**config.mk**
```make
export PLATFORM = sky130hd
export DESIGN_NAME = rf_wb_scheduler_flat
export DESIGN_NICKNAME = d
export VERILOG_FILES = /design/src/rtl/rf_wb_scheduler_if.sv /design/src/rtl/rf_wb_scheduler.sv /design/src/flat_wrapper.sv
export SDC_FILE = /design/constraint.sdc
export NUM_CORES = 1
export LEC_CHECK = 0
export ABC_AREA = 1
export ABC_CLOCK_PERIOD_IN_PS = 4400
export BUFFER_PORTS_ARGS = -buffer_cell sky130_fd_sc_hd__buf_4
export CAP_MARGIN = 10
export CELL_PAD_IN_SITES_DETAIL_PLACEMENT = 0
export CELL_PAD_IN_SITES_GLOBAL_PLACEMENT = 1
export CORE_UTILIZATION = 46
export CTS_BUF_LIST = sky130_fd_sc_hd__clkbuf_4 sky130_fd_sc_hd__clkbuf_8
export DETAILED_ROUTE_END_ITERATION = 7
export PLACE_DENSITY = 0.89
export SLEW_MARGIN = 20
export SYNTH_ARGS = -nofsm -noshare
export SYNTH_HDL_FRONTEND = slang
export SYNTH_SLANG_ARGS = --single-unit
```
**constraint.sdc**
```tcl
create_clock -name clk -period 4.4 [get_ports clk]
set_input_delay 0.22 -clock clk [delete_from_list [all_inputs] [get_ports clk]]
set_output_delay 0.22 -clock clk [all_outputs]
set_load 0.02 [all_outputs]
```
**src/rtl/rf_wb_scheduler_if.sv**
```systemverilog
// rf_wb_scheduler_if
// Bundles every non-clock/reset signal of the register-file write-port
// scheduler: pipeline writeback, load issue, cache return handshake,
// hazard-check request, register-file write port and the error flag.
//   master : core/cache side (drives requests, sees stall/hold/rf/err)
//   slave  : the scheduler itself
interface rf_wb_if;
  // pipeline writeback
  logic        p_we;
  logic        p_f;
  logic [4:0]  p_addr;
  logic [31:0] p_data;
  // load issue
  logic        iss_valid;
  logic        iss_f;
  logic [4:0]  iss_addr;
  // cache return
  logic        m_valid;
  logic        m_ready;
  logic        m_f;
  logic [4:0]  m_addr;
  logic [31:0] m_data;
  // hazard check of the current instruction
  logic [4:0]  chk_a1;
  logic [4:0]  chk_a2;
  logic [4:0]  chk_a3;
  logic        chk_f1;
  logic        chk_f2;
  logic        chk_f3;
  logic [2:0]  chk_v;
  logic        stall;
  logic        hold_pipe;
  // register-file write port
  logic        rf_we;
  logic        rf_f;
  logic [4:0]  rf_addr;
  logic [31:0] rf_wd;
  logic        err;

  modport master (
    output p_we, p_f, p_addr, p_data,
    output iss_valid, iss_f, iss_addr,
    output m_valid, m_f, m_addr, m_data,
    output chk_a1, chk_a2, chk_a3, chk_f1, chk_f2, chk_f3, chk_v,
    input  m_ready, stall, hold_pipe,
    input  rf_we, rf_f, rf_addr, rf_wd, err
  );

  modport slave (
    input  p_we, p_f, p_addr, p_data,
    input  iss_valid, iss_f, iss_addr,
    input  m_valid, m_f, m_addr, m_data,
    input  chk_a1, chk_a2, chk_a3, chk_f1, chk_f2, chk_f3, chk_v,
    output m_ready, stall, hold_pipe,
    output rf_we, rf_f, rf_addr, rf_wd, err
  );
endinterface

```
**src/rtl/rf_wb_scheduler.sv**
```systemverilog
// rf_wb_scheduler
// Merges pipeline writebacks and buffered cache load returns onto the single
// register-file write port, and keeps a 64-entry scoreboard (32 int + 32 FP)
// of outstanding load destinations so the pipeline stalls on hazards.
// Ports:
//   clk  - rising-edge clock
//   RST  - asynchronous active-high reset
//   bus  - rf_wb_if.slave: pipeline writeback (p_*), load issue (iss_*),
//          cache return (m_valid/m_ready/m_f/m_addr/m_data), hazard check
//          (chk_*, stall), forced-drain indication (hold_pipe), register
//          file write port (rf_we/rf_f/rf_addr/rf_wd) and sticky err.
module rf_wb_scheduler #(
  parameter int DEPTH      = 4,
  parameter int STARVE_MAX = 8
) (
  input logic    clk,
  input logic    RST,
  rf_wb_if.slave bus
);

  localparam int AW = $clog2(DEPTH);
  localparam int CW = $clog2(STARVE_MAX) + 1;
  localparam logic [CW-1:0] STARVE_LAST = CW'(STARVE_MAX - 1);
  localparam logic [AW:0]   ONE_ENTRY   = (AW + 1)'(1);

  typedef enum logic [1:0] {
    ST_IDLE  = 2'd0,
    ST_PEND  = 2'd1,
    ST_FORCE = 2'd2
  } state_t;

  typedef struct packed {
    logic        f;
    logic [4:0]  addr;
    logic [31:0] data;
  } ret_t;

  ret_t          fifo_mem_r [DEPTH];
  logic [AW:0]   wr_ptr_r;
  logic [AW:0]   rd_ptr_r;
  logic [AW:0]   count_s;
  logic [63:0]   pend_r;
  logic [63:0]   pend_nxt_s;
  logic [63:0]   clr_mask_s;
  logic [63:0]   set_mask_s;
  state_t        state_r;
  state_t        state_nxt_s;
  logic [CW-1:0] starve_r;
  logic [CW-1:0] starve_nxt_s;
  logic          err_r;

  logic          empty_s;
  logic          full_s;
  logic          push_s;
  logic          pop_s;
  logic          blocked_s;
  logic          hold_s;
  logic          p_x0_s;
  logic          pipe_wr_s;
  logic          iss_x0_s;
  logic          head_x0_s;
  logic          head_pend_s;
  ret_t          head_s;

  // FIFO status, write-port arbitration and hazard detection
  always_comb begin
    count_s     = wr_ptr_r - rd_ptr_r;
    empty_s     = (wr_ptr_r == rd_ptr_r);
    // one extra pointer bit distinguishes full from empty
    full_s      = (wr_ptr_r[AW] != rd_ptr_r[AW]) &&
                  (wr_ptr_r[AW-1:0] == rd_ptr_r[AW-1:0]);
    head_s      = fifo_mem_r[rd_ptr_r[AW-1:0]];
    hold_s      = (state_r == ST_FORCE);
    p_x0_s      = ~bus.p_f & (bus.p_addr == 5'd0);
    iss_x0_s    = ~bus.iss_f & (bus.iss_addr == 5'd0);
    head_x0_s   = ~head_s.f & (head_s.addr == 5'd0);
    head_pend_s = pend_r[{head_s.f, head_s.addr}];
    pipe_wr_s   = bus.p_we & ~hold_s;
    // a pipeline write to int x0 does not need the port, so the FIFO may use it
    pop_s       = ~empty_s & (hold_s | ~bus.p_we | p_x0_s);
    blocked_s   = ~empty_s & ~pop_s;
    // full blocks pushes even when the head drains this cycle
    push_s      = bus.m_valid & ~full_s;
  end

  assign bus.m_ready   = ~full_s;
  assign bus.hold_pipe = hold_s;
  assign bus.err       = err_r;
  assign bus.stall     = (bus.chk_v[0] & pend_r[{bus.chk_f1, bus.chk_a1}]) |
                         (bus.chk_v[1] & pend_r[{bus.chk_f2, bus.chk_a2}]) |
                         (bus.chk_v[2] & pend_r[{bus.chk_f3, bus.chk_a3}]);

  // register-file write port mux; pop and pipeline write are mutually exclusive
  always_comb begin
    bus.rf_we   = 1'b0;
    bus.rf_f    = 1'b0;
    bus.rf_addr = 5'd0;
    bus.rf_wd   = 32'd0;
    if (pop_s) begin
      bus.rf_we   = ~head_x0_s;
      bus.rf_f    = head_s.f;
      bus.rf_addr = head_s.addr;
      bus.rf_wd   = head_s.data;
    end else if (pipe_wr_s & ~p_x0_s) begin
      bus.rf_we   = 1'b1;
      bus.rf_f    = bus.p_f;
      bus.rf_addr = bus.p_addr;
      bus.rf_wd   = bus.p_data;
    end else begin
      bus.rf_we   = 1'b0;
    end
  end

  // scoreboard next value: clear the drained head, then set the issued load (set wins)
  always_comb begin
    clr_mask_s = pop_s ? (64'd1 << {head_s.f, head_s.addr}) : 64'd0;
    set_mask_s = (bus.iss_valid & ~iss_x0_s) ? (64'd1 << {bus.iss_f, bus.iss_addr}) : 64'd0;
    pend_nxt_s = (pend_r & ~clr_mask_s) | set_mask_s;
  end

  // drain state machine and starvation counter: next-state logic
  always_comb begin
    state_nxt_s  = state_r;
    starve_nxt_s = starve_r;
    case (state_r)
      ST_IDLE: begin
        starve_nxt_s = '0;
        if (push_s) begin
          state_nxt_s = ST_PEND;
        end else begin
          state_nxt_s = ST_IDLE;
        end
      end
      ST_PEND: begin
        if (pop_s) begin
          starve_nxt_s = '0;
          if ((count_s == ONE_ENTRY) && !push_s) begin
            state_nxt_s = ST_IDLE;
          end else begin
            state_nxt_s = ST_PEND;
          end
        end else if (blocked_s) begin
          if (starve_r == STARVE_LAST) begin
            starve_nxt_s = '0;
            state_nxt_s  = ST_FORCE;
          end else begin
            starve_nxt_s = starve_r + CW'(1);
            state_nxt_s  = ST_PEND;
          end
        end else begin
          starve_nxt_s = '0;
          state_nxt_s  = ST_PEND;
        end
      end
      ST_FORCE: begin
        // exactly one entry drains in this state
        starve_nxt_s = '0;
        if ((count_s > ONE_ENTRY) || push_s) begin
          state_nxt_s = ST_PEND;
        end else begin
          state_nxt_s = ST_IDLE;
        end
      end
      default: begin
        starve_nxt_s = '0;
        state_nxt_s  = ST_IDLE;
      end
    endcase
  end

  // control state: pointers, scoreboard, FSM, counter and sticky error
  always_ff @(posedge clk or posedge RST) begin
    if (RST) begin
      wr_ptr_r <= '0;
      rd_ptr_r <= '0;
      pend_r   <= 64'd0;
      state_r  <= ST_IDLE;
      starve_r <= '0;
      err_r    <= 1'b0;
    end else begin
      wr_ptr_r <= push_s ? (wr_ptr_r + ONE_ENTRY) : wr_ptr_r;
      rd_ptr_r <= pop_s ? (rd_ptr_r + ONE_ENTRY) : rd_ptr_r;
      pend_r   <= pend_nxt_s;
      state_r  <= state_nxt_s;
      starve_r <= starve_nxt_s;
      err_r    <= err_r | (pop_s & ~head_pend_s) | (bus.p_we & hold_s);
    end
  end

  // FIFO storage; contents are only read while the pointers say non-empty
  always_ff @(posedge clk) begin
    if (push_s) begin
      fifo_mem_r[wr_ptr_r[AW-1:0]] <= '{f: bus.m_f, addr: bus.m_addr, data: bus.m_data};
    end
  end

endmodule

```
**src/flat_wrapper.sv**
```systemverilog
// flat-port wrapper written by rule: the top's interface ports become plain ports
module rf_wb_scheduler_flat 
#(
  parameter int DEPTH      = 4,
  parameter int STARVE_MAX = 8
)
  (clk, RST, bus_p_we, bus_p_f, bus_p_addr, bus_p_data, bus_iss_valid, bus_iss_f, bus_iss_addr, bus_m_valid, bus_m_f, bus_m_addr, bus_m_data, bus_chk_a1, bus_chk_a2, bus_chk_a3, bus_chk_f1, bus_chk_f2, bus_chk_f3, bus_chk_v, bus_m_ready, bus_stall, bus_hold_pipe, bus_rf_we, bus_rf_f, bus_rf_addr, bus_rf_wd, bus_err);
  rf_wb_if bus_i ();
  input logic clk;
  input logic RST;
  input wire logic [$bits(bus_i.p_we)-1:0] bus_p_we;
  input wire logic [$bits(bus_i.p_f)-1:0] bus_p_f;
  input wire logic [$bits(bus_i.p_addr)-1:0] bus_p_addr;
  input wire logic [$bits(bus_i.p_data)-1:0] bus_p_data;
  input wire logic [$bits(bus_i.iss_valid)-1:0] bus_iss_valid;
  input wire logic [$bits(bus_i.iss_f)-1:0] bus_iss_f;
  input wire logic [$bits(bus_i.iss_addr)-1:0] bus_iss_addr;
  input wire logic [$bits(bus_i.m_valid)-1:0] bus_m_valid;
  input wire logic [$bits(bus_i.m_f)-1:0] bus_m_f;
  input wire logic [$bits(bus_i.m_addr)-1:0] bus_m_addr;
  input wire logic [$bits(bus_i.m_data)-1:0] bus_m_data;
  input wire logic [$bits(bus_i.chk_a1)-1:0] bus_chk_a1;
  input wire logic [$bits(bus_i.chk_a2)-1:0] bus_chk_a2;
  input wire logic [$bits(bus_i.chk_a3)-1:0] bus_chk_a3;
  input wire logic [$bits(bus_i.chk_f1)-1:0] bus_chk_f1;
  input wire logic [$bits(bus_i.chk_f2)-1:0] bus_chk_f2;
  input wire logic [$bits(bus_i.chk_f3)-1:0] bus_chk_f3;
  input wire logic [$bits(bus_i.chk_v)-1:0] bus_chk_v;
  output wire logic [$bits(bus_i.m_ready)-1:0] bus_m_ready;
  output wire logic [$bits(bus_i.stall)-1:0] bus_stall;
  output wire logic [$bits(bus_i.hold_pipe)-1:0] bus_hold_pipe;
  output wire logic [$bits(bus_i.rf_we)-1:0] bus_rf_we;
  output wire logic [$bits(bus_i.rf_f)-1:0] bus_rf_f;
  output wire logic [$bits(bus_i.rf_addr)-1:0] bus_rf_addr;
  output wire logic [$bits(bus_i.rf_wd)-1:0] bus_rf_wd;
  output wire logic [$bits(bus_i.err)-1:0] bus_err;
  assign bus_i.p_we = bus_p_we;
  assign bus_i.p_f = bus_p_f;
  assign bus_i.p_addr = bus_p_addr;
  assign bus_i.p_data = bus_p_data;
  assign bus_i.iss_valid = bus_iss_valid;
  assign bus_i.iss_f = bus_iss_f;
  assign bus_i.iss_addr = bus_iss_addr;
  assign bus_i.m_valid = bus_m_valid;
  assign bus_i.m_f = bus_m_f;
  assign bus_i.m_addr = bus_m_addr;
  assign bus_i.m_data = bus_m_data;
  assign bus_i.chk_a1 = bus_chk_a1;
  assign bus_i.chk_a2 = bus_chk_a2;
  assign bus_i.chk_a3 = bus_chk_a3;
  assign bus_i.chk_f1 = bus_chk_f1;
  assign bus_i.chk_f2 = bus_chk_f2;
  assign bus_i.chk_f3 = bus_chk_f3;
  assign bus_i.chk_v = bus_chk_v;
  assign bus_m_ready = bus_i.m_ready;
  assign bus_stall = bus_i.stall;
  assign bus_hold_pipe = bus_i.hold_pipe;
  assign bus_rf_we = bus_i.rf_we;
  assign bus_rf_f = bus_i.rf_f;
  assign bus_rf_addr = bus_i.rf_addr;
  assign bus_rf_wd = bus_i.rf_wd;
  assign bus_err = bus_i.err;
  rf_wb_scheduler #(.DEPTH(DEPTH), .STARVE_MAX(STARVE_MAX)) u_core (.clk(clk), .RST(RST), .bus(bus_i));
endmodule
```
* Word-level counts from Yosys, hierarchy flattened
Memory sizes are Yosys's and may differ from the RTL's.
Cells that the tools add are included.
** Word-level totals
- Memories :: 1
- Bits in writable memories :: 152
- Output and inout bits :: 43
- Register bits :: 77
- Input bits :: 108
- Logic and storage cells :: 99
** Cells by class
- Equality and inequality tests :: 7
- Shift-type cells :: 2
- Add/subtract/negate cells :: 4
- Reduce and logical (&&, ||, !) cells :: 8
- Muxes and demuxes :: 31
- Bitwise operators :: 35
- Order comparisons :: 5
** Memories
- u_core.fifo_mem_r :: words 4, bits a word 38, read ports 1, clocked after memory_dff 0, wr ports 1, RTL line rf_wb_scheduler.sv:38 : ret_t fifo_mem_r [DEPTH];
** Operator list (number)
- 64-bit two-way mux :: 2
- 1-bit by 6-bit left shift with 64-bit output (first input constant) :: 2
- 64-bit bitwise AND :: 1
- 32-bit two-way mux :: 2
- 64-bit NOT :: 1
- 64-bit OR :: 1
- 6-bit by 7-bit < comparator with 1-bit output (second input constant) :: 4
- 1-bit binary-select mux with 6-bit select :: 4
- 4-bit two-way mux :: 4
- 5-bit logical NOT :: 3
- 1-bit bitwise AND :: 14
- 1-bit two-way mux :: 13
- 1-bit NOT :: 12
- 5-bit two-way mux :: 2
- 3-bit by 1-bit adder with 3-bit output (second input constant) :: 2
- 2-bit two-way mux :: 3
- 1-bit OR :: 6
- 2-bit one-hot mux with 3 select lines :: 1
- 4-bit by 1-bit adder with 4-bit output (second input constant) :: 1
- 4-bit by 3-bit equality test with 1-bit output (second input constant) :: 1
- 3-bit by 1-bit equality test with 1-bit output (second input constant) :: 1
- 3-bit equality test :: 1
- 3-bit by 1-bit greater-than comparator with 1-bit output (second input constant) :: 1
- 3-bit subtractor :: 1
- other kinds (8) :: 9

* Longest topological paths before layout
Gate-level depths: netlist of the first run.
- Depth in word-level cells :: 9
- Depth in mapped cells :: 16
- Depth with buffers taken out :: 14

* Least setup slack after synthesis of the first run
Ideal clock, no wire load.
- Kind :: register -> register
- Start point :: register u_core.rd_ptr_r[1]
- End point :: memory u_core.fifo_mem_r[3][0] in the netlist's numbering, enable pin
- Stages on the path, launching flop included :: 9
- Data arrival time :: 3.625 ns
- Path slack :: 0.339 ns
- Buffers on the path :: 3
- Library setup time :: 0.436 ns
- Period minus slack after synthesis :: 4.061 ns
- Cells stage by stage :: dfrtp_1 -> inv_2 -> buf_6 -> buf_2 -> clkbuf_1 -> ha_1 -> nand3_1 -> nand2_1 -> nor2_1
** On the way
- Word-level cells in the longest chain between the ends :: 6
** RTL lines
- start, declared :: RTL line rf_wb_scheduler.sv:40 : logic [AW:0] rd_ptr_r;
- start signal, assigned :: RTL line rf_wb_scheduler.sv:182 : rd_ptr_r <= pop_s ? (rd_ptr_r + ONE_ENTRY) : rd_ptr_r;
- 2-bit equality test :: RTL line rf_wb_scheduler.sv:71 : (wr_ptr_r[AW-1:0] == rd_ptr_r[AW-1:0]);
- 1-bit logical AND :: RTL line rf_wb_scheduler.sv:70 : full_s = (wr_ptr_r[AW] != rd_ptr_r[AW]) &&
- 1-bit NOT
- via bus_m_ready :: RTL line flat_wrapper.sv:29 : output wire logic [$bits(bus_i.m_ready)-1:0] bus_m_ready;
- 1-bit bitwise AND :: RTL line rf_wb_scheduler.sv:83 : push_s = bus.m_valid & ~full_s;
- 1-bit two-way mux :: RTL line rf_wb_scheduler.sv:192 : if (push_s) begin
- 1-bit two-way mux (not written as such) :: RTL line rf_wb_scheduler.sv:193 : fifo_mem_r[wr_ptr_r[AW-1:0]] <= '{f: bus.m_f, addr: bus.m_addr, data: bus.m_data};
- end, declared :: RTL line rf_wb_scheduler.sv:38
The timed path passes the listed nets, and every way through them passes these cells.

* Worst setup path after layout of the first run
- Start point :: register u_core.rd_ptr_r[0]
- End point :: output port bus_rf_we
** On the way
- Word-level cells in the longest chain between the ends :: 5
** RTL lines
- memory read 4 x 38 bit
- 5-bit logical NOT / 1-bit NOT (equally long branches) :: RTL line rf_wb_scheduler.sv:76 : head_x0_s = ~head_s.f & (head_s.addr == 5'd0);
- 1-bit bitwise AND :: RTL line rf_wb_scheduler.sv:76
- 1-bit NOT :: RTL line rf_wb_scheduler.sv:100 : bus.rf_we = ~head_x0_s;
- 1-bit two-way mux * :: RTL line rf_wb_scheduler.sv:99 : if (pop_s) begin
- end, declared :: RTL line flat_wrapper.sv:32 : output wire logic [$bits(bus_i.rf_we)-1:0] bus_rf_we;
Mark *: on every way between the ends. The rest lies on a longest branch, timed or not.

==> results.txt, run 1 <==
Status -> complete, but fails checks
Failing checks -> design-rule violations
Wire per inst -> 20.0 um
Grt total ovfl -> 0
DR WL met2 -> 18000 um
Critical path data required time -> 4180 ps
Final WL -> 38200 um
Num CTS Buffers -> 37
Final min period -> 3990 ps
Initial antenna violation count -> 0
Sw Share -> 44.9%
Register area -> 6490 sq um
Worst R2R Setup Slack -> 1070 ps
Mapped Cells -> 1404
CTS-repair resized insts -> 0
Post-synthesis simple-gate area fraction -> 19.5%
Setup Buffers After CTS -> 0
Largest net degree at the start of global routing -> 56
Clock Pin Slew Worst Setup and Hold Paths -> 60 ps
Final setup fails -> 0
Critical path startpoint -> u_core.rd_ptr_r[0]$_DFFE_PP0P_
Worst path depth -> 8
Hold violation count in the final report -> 0
Internal -> 0.00536 W
Switch Pwr -> 0.00437 W
Die H -> 166 um
Post-DP HPWL -> 25200 um
Crit Reg-Reg Startpoint -> u_core.rd_ptr_r[0]$_DFFE_PP0P_
Placed cells -> 1809
Die area -> 27500 sq um
CP Capture Point -> bus_rf_we
Area grow syn2layout -> 19.2%
Row cnt -> 59
Die W -> 166 um
Slew Viols, Final -> 0
# hold bufs at CTS -> 40
All-layer global routing usage -> 27.7%
Syn avg cell area -> 8.80 sq um
Depth of the CTS H-tree -> 2
Remaining antenna violation count -> 0
Worst Hold Launch -> bus_iss_addr[2]
Root buf cell -> clkbuf_8
Synth top area share -> 36.9%
DRC marker count from the first detailed-route iteration -> 1235
Multi-input logic area -> 5110 sq um
Pleak -> 5.94 nW
Synth area leader -> edfxtp_1
Top-level I/O count -> 151
Port bufs -> 150
Reg-to-Reg End -> u_core.pend_r[63]$_DFF_PP0_
Critical-path top delay cell -> dfrtp_4
Main combinational cell family by area after synthesis -> compound AO/OA/AOI/OAI gates
Synth warn -> 0
Share of cells above drive strength 1 -> 17.0%
Synth Cell Area -> 12400 sq um
Sequential-to-total area share from yosys stat -> 52.5%
Max incr delay on CP -> 790 ps
Worst Hold Class -> input pin to register
Longest Clk Path Bufs -> 3
Drc violations -> 6
XOR/XNOR Fraction of Synth Area -> 0.425%
Final worst-path setup slack -> 413 ps
Distinct cells, synth -> 44
Sink Count -> 229
Buffers & Inverters on Critical Path -> 3
Fin area -> 14700 sq um
Metal3 WL -> 2800 um
TritonCTS clock tree -> done
Setup TNS -> 0 ps
Starting Density -> 47.2%
Final Cycle Share -> 90.6%
Seq cells post-synth -> 229
Fill cell count -> 2323
Most common cell after layout, fill and taps aside -> nand2_1
Sequential fraction of design power -> 38.2%
Met1 WL -> 15700 um
Largest cells by area after synthesis -> edfxtp_1, dfrtp_1, nand2_1, o21ai_0, nand3_1
VDD IR-drop max -> 0.000372 V
Vias in the first global route -> 11.1k
Adder-cell share of the synthesized area -> 0.972%
Via/cell ratio -> 5.88
Max-cap violations -> 0
Crit-path max FO -> 55
Vias -> 11.3k
Worst-margin pin slew -> 1080 ps
Complex-gate fraction of the synthesized area -> 20.1%
Clock Latency Late Sink -> 540 ps
Most frequent cells in the layout -> nand2_1, o21ai_0, buf_4
Combinational power share -> 42.8%
Worst endpoint data arrival time -> 3770 ps
Syn nets -> 1521
Post-Place Setup Slack -> 1060 ps
Max frequency -> 251 MHz
Top routing layer in use -> met4
Kind of cell adding the most delay to the critical path -> buffers and inverters
RSZ-0062 raised after global routing -> false
First-pass iteration count of the detailed router -> 7
CP Cell Sequence -> buf_4 > nand2_1 > a32oi_4 > inv_2 > nand2_1 > nor2_1 > o21ai_0 > buf_4
Layout Cells excl Fill -> 1915
Startpoint types -> register
Mux cell area share after synthesis -> 0%
Global-route wire length before repair -> 60000 um
CP Class -> register to output port
GP Congestion -> 0.941
Cell count of the worst reg-to-reg path -> 8
Slew headroom -> 27.9%
Clock share of power -> 19.0%
Count of nets after finishing -> 1670
Placed Area -> 13600 sq um
PwrDens -> 661 nW/um^2
Fin Hold WS -> 79.4 ps
Critical path capture point type -> output port
Max Clock Skew -> 33.3 ps
Core area -> 26200 sq um
flip-flops by register name, indices dropped and copies added, names as in the netlist:
name,count
u_core.wr_ptr_r,3
u_core.state_r,2
u_core.bus.err,1
u_core.fifo_mem_r,152
u_core.starve_r,4
u_core.pend_r,64
u_core.rd_ptr_r,3
cells in the mapped netlist (all sizes together):
cell	count
nand3	129
nor3	19
o211ai	6
o21ai	262
edfxtp	152
or2	2
ha	8
xor2	4
o22ai	5
nor2	95
a21o	1
clkinv	1
a31oi	1
a211oi	2
dfrtp	77
o221ai	30
xnor2	2
o21bai	14
a21oi	61
buf	32
nand2	306
nand3b	2
nor4	3
inv	96
clkbuf	58
a32oi	3
a32o	32
fa	1
cell type report:
class | count | area share [%]
Clock inverter | 10 | 0.543
Sequential cell | 229 | 44.1
Timing Repair Buffer | 200 | 10.9
Inverter | 97 | 2.51
Tap cell | 335 | 2.84
Clock buffer | 55 | 4.50
Antenna cell | 1 | 0.0170
Multi-Input combinational cell | 988 | 34.7
worst min-delay path: cells and delay by family:
| kind | cells | cell delay [ps] |
|---|---|---|
| buffers and inverters | 1 | 120 |
| AOI/OAI and AO/OA | 1 | 70 |
| and+or+nand+nor | 2 | 140 |
logic make-up after synthesis:
group                    count (synthesis)
AND/OR/NAND/NOR                        556
AO/OA/AOI/OAI                          417
flip-flops                             229
adder cells (fa/ha/maj)                  9
buffers and inverters                  187
XOR/XNOR                                 6
metal layers:
| metal | track usage [%] | vias up |
|---|---|---|
| met3 | 3.60 | 114 |
| met2 | 45.2 | 515 |
| met4 | 15.0 | 0 |
| li1 | - | 5252 |
| met1 | 36.0 | 5378 |
| met5 | 0 | - |
metrics by stage:
step	utilization (%)	total power, W
CTS	56.2	0.00968
global route	56.2	0.0103
detailed placement	51.9	0.00779
finish	56.2	0.00974
global placement	51.9	0.00773
floorplan	-	0.00643
how the worst min path moves through the flow:
stage / to / slack, ps / cells past startpoint
floorplan: u_core.pend_r[2]$_DFF_PP0_ / 310 / 1
detailed placement: u_core.pend_r[48]$_DFF_PP0_ / 400 / 2
global placement: u_core.pend_r[57]$_DFF_PP0_ / 400 / 2
CTS: u_core.pend_r[27]$_DFF_PP0_ / 60 / 4
global route: u_core.pend_r[27]$_DFF_PP0_ / 100 / 4
finish: u_core.pend_r[27]$_DFF_PP0_ / 80 / 4
power groups by stage:
stage | registers (W) | logic [W] | clock network (W)
2_1_floorplan | 0.00332 | 0.00311 | 0
3_3_place_gp | 0.00369 | 0.00404 | 0
3_5_place_dp | 0.00370 | 0.00409 | 0
4_1_cts | 0.00367 | 0.00414 | 0.00187
5_1_grt | 0.00375 | 0.00463 | 0.00197
6_report | 0.00372 | 0.00417 | 0.00185
No activity file was read; power rests on OpenSTA's default activity.
==> run 2: changes to the inputs <==
CORE_UTILIZATION = 45   (was 46)
CTS_BUF_LIST = sky130_fd_sc_hd__clkbuf_8 sky130_fd_sc_hd__clkbuf_16   (was sky130_fd_sc_hd__clkbuf_4 sky130_fd_sc_hd__clkbuf_8)
PLACE_DENSITY = 0.87   (was 0.89)
==> run 2 against run 1 <==
The run now ends clean. Global-route usage up 1.2 points. Power grew 2.6%. Design area about the same. Critical path depth up 1. Combinational power grew 4%. Clock skew decreased by 20 ps. Sequential power up 2%. Sequential share of layout area is essentially flat.
==> results.txt, run 2 (synthesized netlist as in run 1, its figures left out) <==
Worst R2R Setup Slack -> 1210 ps (+140 ps)
Hold violation count in the final report -> 0 (unchanged)
Final worst-path setup slack -> 663 ps (+250 ps)
Vias -> 11.3k (+0.11%)
Post-Place Setup Slack -> 1220 ps (+163 ps)
Initial antenna violation count -> 1 (+1)
Critical path data required time -> 4180 ps (about the same)
Final min period -> 3740 ps (-250 ps)
Pleak -> 5.93 nW (-0.12%)
Startpoint types -> register
Sink Count -> 229 (unchanged)
Cell count of the worst reg-to-reg path -> 9 (+1)
Placed cells -> 1817 (+0.44%)
RSZ-0062 raised after global routing -> false
Top-level I/O count -> 151 (unchanged)
Crit-path max FO -> 40 (-27%)
Layout Cells excl Fill -> 1899 (-0.84%)
Reg-to-Reg End -> u_core.pend_r[15]$_DFF_PP0_
Wire per inst -> 21.4 um (+7.1%)
Worst-margin pin slew -> 1030 ps (-45.5 ps)
# hold bufs at CTS -> 40 (unchanged)
Most frequent cells in the layout -> nand2_1, o21ai_0, buf_4
GP Congestion -> 1.03 (+9.1%)
Die W -> 168 um (+1.1%)
Max Clock Skew -> 13.6 ps (-19.7 ps)
Longest Clk Path Bufs -> 3 (unchanged)
Depth of the CTS H-tree -> 1 (-1)
Clock Pin Slew Worst Setup and Hold Paths -> 60 ps (about the same)
Core area -> 27000 sq um (+2.8%)
Setup TNS -> 0 ps (unchanged)
Final WL -> 40600 um (+6.2%)
Die area -> 28100 sq um (+2.2%)
Status -> finished, final reports clean
VDD IR-drop max -> 0.000452 V (+22%)
Grt total ovfl -> 0 (unchanged)
Vias in the first global route -> 10.7k (-3.4%)
Slew Viols, Final -> 0 (unchanged)
Largest register FFs -> 152 (unchanged)
Critical path capture point type -> output port
Most common cell after layout, fill and taps aside -> nand2_1
Slew headroom -> 30.9% (+3.0 points)
Clock Latency Late Sink -> 530 ps (about the same)
Final Cycle Share -> 84.9% (-5.7 points)
Die H -> 168 um (+1.1%)
Final setup fails -> 0 (unchanged)
Remaining antenna violation count -> 0 (unchanged)
Global-route wire length before repair -> 62200 um (+3.8%)
DRC marker count from the first detailed-route iteration -> 1296 (+4.9%)
TritonCTS clock tree -> done
Share of cells above drive strength 1 -> 15.6% (-1.4 points)
Port bufs -> 150 (unchanged)
Fill cell count -> 2388 (+2.8%)
Crit Reg-Reg Startpoint -> u_core.rd_ptr_r[1]$_DFFE_PP0P_
CP Capture Point -> bus_rf_f
Largest net degree at the start of global routing -> 62 (+11%)
Hold Crit Depth -> 4 (unchanged)
PwrDens -> 678 nW/um^2 (+2.6%)
Drc violations -> 0 (-6)
First-pass iteration count of the detailed router -> 6 (-1)
Row cnt -> 60 (+1.7%)
Worst Hold Class -> input pin to register
Antenna diode count -> 0 (-1)
Post-DP HPWL -> 26800 um (+6.3%)
Setup Buffers After CTS -> 0 (unchanged)
Max frequency -> 268 MHz (+6.7%)
CTS-repair resized insts -> 0 (unchanged)
Critical path startpoint -> u_core.rd_ptr_r[1]$_DFFE_PP0P_
Worst endpoint data arrival time -> 3520 ps (-250 ps)
All-layer global routing usage -> 28.9% (+1.2 points)
CP Class -> register to output port
Area grow syn2layout -> 19.3% (about the same)
Max-cap violations -> 0 (unchanged)
Count of nets after finishing -> 1658 (-0.72%)
Num CTS Buffers -> 23 (-38%)
Root buf cell -> clkbuf_16
Starting Density -> 45.9% (-1.3 points)
Via/cell ratio -> 5.94 (+0.95%)
==> run 2: cell count changes in the layout (fill, tap and decap cells not counted), sizes merged <==
cell / delta
buf: +2
bufinv: -1
clkbuf: -30
clkinv: +4
diode: -1
inv: +4
==> run 2: final cells by class <==
class	instances	area (sq um)	area share, %
Sequential cell	229	6490	44.0
Multi-Input combinational cell	988	5100	34.6
Timing Repair Buffer	202	1650	11.2
Clock buffer	25	603	4.09
Tap cell	341	427	2.89
Inverter	97	372	2.52
Clock inverter	17	95.1	0.645
==> run 2: metal layers <==
layer	GRT usage, %	up-vias	part of all wire [%]
met3	3.19	103	8.1
li1	-	5228	-
met1	39.7	5379	41
met2	45.6	561	45
met4	14.4	0	5.3
met5	0	-	0
==> run 2: stage by stage <==
stage	hold slack [ps]	area, sq um	total power [W]	utilization (%)
after floorplan	311	12400	0.00643	-
after CTS	52.5	14700	0.00991	54.7
final	65.0	14800	0.0100	54.7
after global routing	101	14800	0.0105	54.7
after global placement	422	13700	0.00799	50.6
after detailed placement	425	13700	0.00805	50.6
==> run 2: worst min path at each step <==
stage | from | endpoint
6_report | bus_iss_addr[2] | u_core.pend_r[27]$_DFF_PP0_
5_1_grt | bus_iss_addr[2] | u_core.pend_r[59]$_DFF_PP0_
4_1_cts | bus_iss_addr[2] | u_core.pend_r[19]$_DFF_PP0_
3_5_place_dp | bus_m_addr[3] | u_core.fifo_mem_r[1][35]$_DFFE_PP_
3_3_place_gp | bus_m_addr[3] | u_core.fifo_mem_r[0][35]$_DFFE_PP_
2_1_floorplan | bus_iss_f | u_core.pend_r[2]$_DFF_PP0_
==> run 2: power breakdown <==
part	total, W	switching [W]	internal (W)
sequential	0.00381	0.000858	0.00295
combinational	0.00435	0.00294	0.00141
clock	0.00183	0.000835	0.000996
total	0.0100	0.00464	0.00536
==> run 2: critical path, cell delays in order (launching register included) <==
cell and delay [ps]:
dfrtp_1 480, inv_2 620, ha_1 380, nand3_1 110, nand2_2 120, inv_2 580
nand2_1 100, buf_4 300, nand2_1 140, buf_4 150
